===== src/rtl/uart_rx_fifo.sv =====
// rtl/uart_rx_fifo.sv - receive-side word/error FIFO between UART receiver and host read port
//
// Ports:
//   SysClk        system clock, all logic on posedge
//   Rst           asynchronous active-low reset
//   Rx_Valid      1-cycle pulse from receiver: Rx_Data/Rx_Error_In complete
//   Rx_Data       received word
//   Rx_Error_In   {frame,parity,break} for that word, stored verbatim
//   Read_Done     host strobe; rising edge loads the next entry onto the outputs
//   Data_Out      registered head word (last popped entry)
//   Rx_Error      registered error bits belonging to Data_Out
//   Data_Rdy      storage non-empty
//   FIFO_Empty    no stored entries
//   FIFO_Full     FIFO_DEPTH stored entries
//   FIFO_Overflow sticky: a write was dropped; cleared by the next effective pop
//   FIFO_Count    stored entries, 0..FIFO_DEPTH
module uart_rx_fifo #(
    parameter int DATA_BITS  = 8,
    parameter int FIFO_DEPTH = 8
) (
    input  logic                          SysClk,
    input  logic                          Rst,
    input  logic                          Rx_Valid,
    input  logic [DATA_BITS-1:0]          Rx_Data,
    input  logic [2:0]                    Rx_Error_In,
    input  logic                          Read_Done,
    output logic [DATA_BITS-1:0]          Data_Out,
    output logic [2:0]                    Rx_Error,
    output logic                          Data_Rdy,
    output logic                          FIFO_Empty,
    output logic                          FIFO_Full,
    output logic                          FIFO_Overflow,
    output logic [$clog2(FIFO_DEPTH):0]   FIFO_Count
);

    localparam int AW = $clog2(FIFO_DEPTH);
    localparam int CW = AW + 1;
    localparam int EW = DATA_BITS + 3;

    logic [EW-1:0]        mem_q [FIFO_DEPTH];
    logic [AW-1:0]        wr_q, wr_d;
    logic [AW-1:0]        rd_q, rd_d;
    logic [CW-1:0]        count_q, count_d;
    logic                 empty_q, full_q, ovf_q, ovf_d;
    logic                 rd_done_q;
    logic [DATA_BITS-1:0] data_q, data_d;
    logic [2:0]           err_q, err_d;

    logic pop_req;
    logic pop_en;
    logic wr_en;

    // Only the rising edge of Read_Done pops, so a held strobe pops once.
    assign pop_req = Read_Done && !rd_done_q;
    // Pop on an empty FIFO is ignored; there is no write-to-output bypass.
    assign pop_en  = pop_req && (count_q != '0);
    // A pop in the same cycle frees a slot, so a write at full is still accepted.
    assign wr_en   = Rx_Valid && (!full_q || pop_en);

    always_comb begin
        wr_d    = wr_q;
        rd_d    = rd_q;
        count_d = count_q;
        ovf_d   = ovf_q;
        data_d  = data_q;
        err_d   = err_q;
        if (wr_en) begin
            wr_d = wr_q + AW'(1);
        end
        if (pop_en) begin
            rd_d   = rd_q + AW'(1);
            data_d = mem_q[rd_q][DATA_BITS-1:0];
            err_d  = mem_q[rd_q][EW-1:DATA_BITS];
            ovf_d  = 1'b0;
        end
        if (Rx_Valid && !wr_en) begin
            ovf_d = 1'b1;
        end
        case ({wr_en, pop_en})
            2'b10:   count_d = count_q + CW'(1);
            2'b01:   count_d = count_q - CW'(1);
            default: count_d = count_q;
        endcase
    end

    always_ff @(posedge SysClk or negedge Rst) begin
        if (!Rst) begin
            wr_q      <= '0;
            rd_q      <= '0;
            count_q   <= '0;
            empty_q   <= 1'b1;
            full_q    <= 1'b0;
            ovf_q     <= 1'b0;
            rd_done_q <= 1'b0;
            data_q    <= '0;
            err_q     <= '0;
        end else begin
            wr_q      <= wr_d;
            rd_q      <= rd_d;
            count_q   <= count_d;
            empty_q   <= (count_d == '0);
            full_q    <= (count_d == CW'(FIFO_DEPTH));
            ovf_q     <= ovf_d;
            rd_done_q <= Read_Done;
            data_q    <= data_d;
            err_q     <= err_d;
        end
    end

    // Storage contents are don't-care after reset, so the array is not reset.
    always_ff @(posedge SysClk) begin
        if (wr_en) begin
            mem_q[wr_q] <= {Rx_Error_In, Rx_Data};
        end
    end

    assign Data_Out      = data_q;
    assign Rx_Error      = err_q;
    assign Data_Rdy      = !empty_q;
    assign FIFO_Empty    = empty_q;
    assign FIFO_Full     = full_q;
    assign FIFO_Overflow = ovf_q;
    assign FIFO_Count    = count_q;

endmodule


===== config.mk =====
export PLATFORM = sky130hd
export DESIGN_NAME = uart_rx_fifo
export DESIGN_NICKNAME = d
export VERILOG_FILES = /design/src/rtl/uart_rx_fifo.sv
export SDC_FILE = /design/constraint.sdc
export NUM_CORES = 1
export LEC_CHECK = 0
export ABC_AREA = 1
export BUFFER_PORTS_ARGS = -buffer_cell sky130_fd_sc_hd__buf_2
export CAP_MARGIN = 10
export CORE_AREA = 5 5 95 97
export DETAILED_ROUTE_END_ITERATION = 16
export DIE_AREA = 0 0 100 102
export PLACE_DENSITY_LB_ADDON = 0.25
export SLEW_MARGIN = 20
export SYNTH_ARGS = -nofsm -noshare
export SYNTH_HDL_FRONTEND = slang
export SYNTH_SLANG_ARGS = --single-unit

===== constraint.sdc =====
create_clock -name SysClk -period 2.6 [get_ports SysClk]
set_input_delay 0.13 -clock SysClk [delete_from_list [all_inputs] [get_ports SysClk]]
set_output_delay 0.13 -clock SysClk [all_outputs]
set_load 0.005 [all_outputs]

==> out/results.tsv, run 1 <==
stage	metric	value	unit
run_status	status	finished clean	
yosys	ys_seq_area_share	71.1	%
drt	drt_first_pass_iters	5	
drt	route.detailed.drc	0	
clock_tree	h-tree-depth	4	
layout	layout-drive-gt1-share	18.6	%
timing	fin_crit_sh	86.4	%
layout	n_fill_cell	558	
worst_setup_path	worstPathRequired	3.03	ns
place	dpl-instance-area	4920	um2
global_route	grt_max_degree	46	
worst_setup_path	critPathMaxStageDelay	0.42	ns
worst_setup_path	cp_common_cell	nor2_1	
clock_tree	clock_latency	0.51	ns
floorplanning	fp.dieW	100	um
timing	skew	0.0130	ns
worst_setup_path	crit_path_start	FIFO_Count[0]	
power	power	6660	uW
worst_setup_path	crit_path_end_kind	flop	
yosys	yosys.cell_types.count	26	
layout	layout_commonest_cell	nor2_1	
min_path	hp-class	in2async	
floorplanning	die_y	102	um
yosys	ys.warnings.count	0	
layout	layout.nets	477	
yosys	synth-xor-area-share	0.761	%
yosys	synth-compound-area-share	9.27	%
timing	slew_violations	0	
worst_setup_path	path_cells	nor2_1 -> nand3_2 -> nand3b_4 -> nand2_1 -> nand2_2 -> ha_1 -> nand2_1 -> inv_1 -> nor2_1 -> ha_1 -> a21oi_1 -> nor2_1 -> o21ai_1 -> nand3_1 -> nor2_1	
timing	tns	0	ns
floorplanning	core_area	8050	um2
worst_setup_path	critPathKind	reg2reg	
layout	antenna_cells	0	
clock_tree	clk_path_buf_depth	2	
floorplanning	io_pins	34	
yosys	synth_adder_area_share	1.36	%
worst_setup_path	crit_family	simple AND/OR/NAND/NOR gates	
yosys	synth_mux_area_share	0	%
clock_tree	clk_pin_slew	0.05	ns
drt	dr_wl_met2	4.80	mm
yosys	avgSynthCellArea	11.7	um2
drt	drt_wl_total	9.58	mm
flow_run	maxCapViolations	0	
power	powerDensity	1180	nW/um2
worst_setup_path	cp.depth	15	
worst_setup_path	r2r-start	FIFO_Count[0]	
timing	worst_pin_slew	0.779	ns
clock_tree	cts_tree	done	
yosys	synth_top_family_by_area	simple AND/OR/NAND/NOR gates	
global_route	grt_use_total	20.5	%
timing	rsz0062_at_grt	no	
floorplanning	start_util	57.1	%
timing	setup_viol	0	
layout	final_cell_mix	92 x nor2_1, 88 x edfxtp_1, 62 x nand2_1	
place	dp_hpwl	5.92	mm
worst_setup_path	reg2reg_depth	15	
timing	max_slew_margin	48.0	%
clock_tree	cts_sinks	113	
worst_setup_path	crit_path_start_kind	flop	
worst_setup_path	slowest_stage	dfrtp_1	
drt	highest_layer	met4	
layout	synthToLayoutAreaGrowth	23.0	%
floorplanning	rows	33	
timing	max_freq	0.445	GHz
worst_setup_path	rrSetupSlack	0.35	ns
yosys	synthCells	393	
layout	final_area	5660	um2
place	gp_congestion	0.852	
floorplanning	dieArea	10200	um2
clock_tree	cts-root-buf	clkbuf_8	
worst_setup_path	crit_arrival	2.68	ns
global_route	grt_pass1_vias	2929	
global_route	grt_pass1_wl	15.5	mm
worst_setup_path	regToRegEndpoint	FIFO_Full	
drt	wl_met3	631	um
drt	wl_per_cell	16.7	um
worst_setup_path	path_max_fanout	5	
global_route	antenna_found_initial	0	
power	p_leak	0.00225	uW
yosys	netlist_area	4600	um2
timing	whs	0.155	ns
timing	fin_crit	2.25	ns
drt	ant_nets	0	
worst_setup_path	cp_num_buf_inv	1	
drt	vias	3109	
yosys	synth-seq-cells	113	
place	io_buffers	33	
timing	hold_viol	0	
drt	met1_length	4.00	mm
yosys	synth_simple_gate_area_share	14.7	%
power	ir_drop	0.588	mV
drt	vias_per_cell	5.42	
drt	drt-initial-drc-count	280	
clock_tree	numCtsBuffers	17	
global_route	overflow	0	
yosys	synth_fp_nets	413	
-- worst max-delay path by stage --
stage | endpoint | slack [ns]
6_report | FIFO_Full | 0.35
5_1_grt | FIFO_Full | 0.13
4_1_cts | FIFO_Full | 0.20
3_5_place_dp | FIFO_Full | 0.21
3_3_place_gp | FIFO_Empty | 0.28
2_1_floorplan | FIFO_Empty | 0.43
-- state kept, by name, indices dropped and copies added (netlist names) --
signal / flops
FIFO_Empty: 1
rd_done_q: 1
FIFO_Full: 1
FIFO_Count: 4
mem_q: 88
wr_q: 3
rd_q: 3
Rx_Error: 3
Data_Out: 8
FIFO_Overflow: 1
-- layout make-up --
cell class              instances  area (um2)  share of cell area (%)
flip-flops and latches        113        3270                    57.8
multi-input cells             250        1200                    21.2
repair buffers                 63         425                    7.52
clock buffers                  19         422                    7.45
clock inverters                12         166                    2.94
well taps                     105         131                    2.32
inverters                      12        45.0                   0.796
-- report_power, final --
part	switching (uW)	internal (uW)	total, uW
clock	753	1540	2290
sequential	225	2340	2570
combinational	1160	639	1800
-- cells by family (layout without fill, tap and decap cells) --
group,count (synthesis),in the layout
xor+xnor,4,4
simple gates,168,168
buf+inv,30,106
fa+ha+maj,5,5
flops,113,113
compound gates,73,73
-- synthesized netlist by cell type, drive strengths merged --
cell | instances | area, um2
a21boi | 1 | 11.3
a21oi | 1 | 5.00
and2 | 1 | 6.26
buf | 11 | 57.6
clkbuf | 7 | 28.8
dfrtp | 24 | 601
dfstp | 1 | 26.3
edfxtp | 88 | 2640
ha | 5 | 62.6
inv | 12 | 45.0
nand2 | 63 | 239
nand3 | 9 | 50.1
nand3b | 1 | 20.0
nor2 | 92 | 345
o211ai | 22 | 165
o21ai | 49 | 245
or2 | 2 | 15.0
xnor2 | 3 | 26.3
xor2 | 1 | 8.76
-- metal layers --
layer	global-route usage [%]	vias up
met5	0	-
met4	7.36	0
met3	5.12	18
met2	33.2	114
met1	27.2	1480
li1	-	1497
-- worst reg2reg max path, stage by stage, from the launching register on --
cell and delay (ns):
dfrtp_1 0.42, nor2_1 0.15, nand3_2 0.10, nand3b_4 0.12, nand2_1 0.07, nand2_2 0.10, ha_1 0.21, nand2_1 0.07
inv_1 0.07, nor2_1 0.05, ha_1 0.17, a21oi_1 0.16, nor2_1 0.07, o21ai_1 0.16, nand3_1 0.13, nor2_1 0.14
-- stage by stage --
| step | cells | utilization, % | setup WS, ns |
|---|---|---|---|
| CTS | 572 | 70.1 | 0.195 |
| global route | 574 | 70.3 | 0.127 |
| finish | 574 | 70.3 | 0.353 |
| floorplan | 393 | - | 0.427 |
| detailed placement | 527 | 61.1 | 0.210 |
| global placement | 527 | 61.1 | 0.279 |
-- what timing repair did --
item / CTS / global route
endpoints found under the hold margin: 116 / 0
hold buffers: 14 / 0
setup endpoints to repair: 0 / 2
resized for setup: 0 / 0
setup buffers: 0 / 2
(Power assumes the default switching activity.)
==> run 2: changes to the inputs <==
--- a/config.mk
+++ b/config.mk
@@ -9,7 +9,7 @@
 export BUFFER_PORTS_ARGS = -buffer_cell sky130_fd_sc_hd__buf_2
 export CAP_MARGIN = 10
-export CORE_AREA = 5 5 95 97
+export CORE_AREA = 5 5 100 102
 export DETAILED_ROUTE_END_ITERATION = 16
-export DIE_AREA = 0 0 100 102
+export DIE_AREA = 0 0 105 107
 export PLACE_DENSITY_LB_ADDON = 0.25
 export SLEW_MARGIN = 20
==> constraint.sdc (replaced) <==
create_clock -name SysClk -period 2.01 [get_ports SysClk]
set_input_delay 0.1005 -clock SysClk [delete_from_list [all_inputs] [get_ports SysClk]]
set_output_delay 0.1005 -clock SysClk [all_outputs]
set_load 0.02 [all_outputs]
==> out/results.tsv, run 2 (synthesis gave the netlist of run 1 again) <==
stage	metric	value	unit	change
worst_setup_path	path_cells	nor2_4 -> nand3_2 -> nand3b_4 -> nand2_2 -> nand2_2 -> ha_4 -> nand2_2 -> inv_2 -> nor2_4 -> ha_4 -> a21oi_4 -> nor2_2 -> o21ai_2 -> nand3_2 -> nor2_1		
worst_setup_path	path_max_fanout	4		-1
clock_tree	cts-root-buf	clkbuf_8		
clock_tree	cts_tree	done		
clock_tree	clk_pin_slew	0.06	ns	about the same
global_route	overflow	0		unchanged
worst_setup_path	critPathMaxStageDelay	0.43	ns	about the same
timing	skew	0.00759	ns	-0.00538 ns
global_route	grt_pass1_vias	3168		+8.2%
global_route	grt_pass1_wl	16.6	mm	+6.7%
drt	drt_wl_total	10.2	mm	+6.9%
clock_tree	clk_path_buf_depth	2		unchanged
worst_setup_path	cp_common_cell	nand2_2		
worst_setup_path	slowest_stage	dfrtp_2		
floorplanning	io_pins	34		unchanged
timing	rsz0062_at_grt	yes		
drt	drt-initial-drc-count	237		-15%
drt	vias_per_cell	5.41		-0.21%
global_route	grt_use_total	19.1	%	-1.4 points
timing	max_freq	0.494	GHz	+11%
drt	drt_first_pass_iters	5		unchanged
min_path	hp-class	in2reg		
global_route	grt_max_degree	35		-24%
power	ir_drop	0.714	mV	+22%
floorplanning	die_y	107	um	+4.9%
worst_setup_path	worstPathRequired	2.45	ns	-0.58 ns
drt	wl_per_cell	17.2	um	+3.1%
timing	setup_ws	-0.0136	ns	-0.366 ns
layout	layout.nets	492		+3.1%
worst_setup_path	crit_family	simple AND/OR/NAND/NOR gates		
power	p_leak	0.00234	uW	+4.0%
floorplanning	fp.dieW	105	um	+5.0%
floorplanning	dieArea	11200	um2	+10%
place	gp_congestion	0.772		-9.4%
layout	layout_commonest_cell	edfxtp_1		
floorplanning	start_util	51.0	%	-6.1 points
layout	n_fill_cell	672		+20%
worst_setup_path	critPathKind	reg2reg		
floorplanning	rows	35		+6.1%
worst_setup_path	crit_path_end_kind	flop		
worst_setup_path	crit_path_start_kind	flop		
clock_tree	cts_sinks	113		unchanged
drt	route.detailed.drc	0		unchanged
place	dpl_worst_slack	-0.0554	ns	-0.266 ns
layout	top_register	mem_q		
power	powerDensity	1550	nW/um2	+32%
global_route	antenna_found_initial	0		unchanged
layout	synthToLayoutAreaGrowth	29.2	%	
layout	layout-drive-gt1-share	27.7	%	+9.1 points
worst_setup_path	cp_num_buf_inv	1		unchanged
timing	fin_crit_sh	101	%	+14 points
run_status	failed_checks	negative setup slack		
clock_tree	h-tree-depth	4		unchanged
layout	antenna_cells	0		unchanged
clock_tree	clock_latency	0.51	ns	about the same
worst_setup_path	crit_arrival	2.47	ns	-0.21 ns
layout	fin_util	65.9	%	-4.4 points
layout	largest_reg_flops	88		unchanged
layout	final_cell_mix	88 x edfxtp_1, 81 x nor2_1, 58 x nand2_1		
drt	vias	3216		+3.4%
timing	slew_violations	0		unchanged
timing	setup_viol	2		+2
run_status	status	finished, violations left		
timing	hold_viol	0		unchanged
place	io_buffers	33		unchanged
place	dp_hpwl	6.26	mm	+5.8%
clock_tree	numCtsBuffers	17		unchanged
timing	worst_pin_slew	0.623	ns	-0.157 ns
floorplanning	core_area	9020	um2	+12%
flow_run	maxCapViolations	0		unchanged
timing	fin_crit	2.02	ns	-0.224 ns
drt	ant_nets	0		unchanged
timing	max_slew_margin	58.5	%	+10 points
-- run 2: what timing repair did --
item,CTS,global route
resized for setup,3,26
hold buffers,14,0
buffers inserted,2,2
hold endpoints to repair,115,0
endpoints found under the setup margin,2,39
pin swaps,6,9
-- run 2: cell type report --
| class | instances | area [um2] | area share (%) |
|---|---|---|---|
| Clock buffer | 18 | 418 | 7.03 |
| Clock inverter | 13 | 145 | 2.44 |
| Inverter | 12 | 47.5 | 0.800 |
| Multi-Input combinational cell | 250 | 1340 | 22.6 |
| Sequential cell | 113 | 3270 | 55.1 |
| Tap cell | 111 | 139 | 2.34 |
| Timing Repair Buffer | 78 | 579 | 9.75 |
-- run 2: worst min-delay path, cell delays in order --
cell,delay (ns)
buf_2,0.10
nand2_2,0.07
buf_4,0.15
nand2_1,0.05
nand2_1,0.05
-- run 2: final timing paths --
kind / from / end / slack (ns) / depth (start not counted)
max: FIFO_Count[0] / FIFO_Empty / -0.01 / 15
min: Rx_Valid / wr_q[0] / 0.05 / 5
min in group asynchronous: Rst / Data_Out[1] / 0.15 / 2
max reg2reg: FIFO_Count[0] / FIFO_Empty / -0.01 / 15
min reg2reg: Data_Out[3] / Data_Out[3] / 0.47 / 2
max in group asynchronous: Rst / FIFO_Count[3] / 1.42 / 2
-- run 2: metrics by stage --
step	hold slack [ns]	TNS (ns)	instances	area (um2)	power, uW
after global placement	0.143	0	546	5090	6010
after detailed placement	0.157	-0.102	546	5090	6110
after CTS	0.0405	-0.0663	593	5820	9020
final	0.0538	-0.0139	595	5940	9230
after global routing	0.0716	-0.838	595	5940	9780
after floorplan	-0.195	-0.196	393	4640	5130
-- run 2: power breakdown --
| part | switching (uW) | total, uW | internal [uW] |
|---|---|---|---|
| Combinational | 1960 | 3120 | 1150 |
| Clock | 994 | 2850 | 1850 |
| Sequential | 233 | 3270 | 3040 |
-- run 2: routing by layer --
metal	GRT usage, %	wire (um)
met5	0	0
met4	7.49	135
met3	4.09	493
met2	30.9	5170
met1	25.3	4440
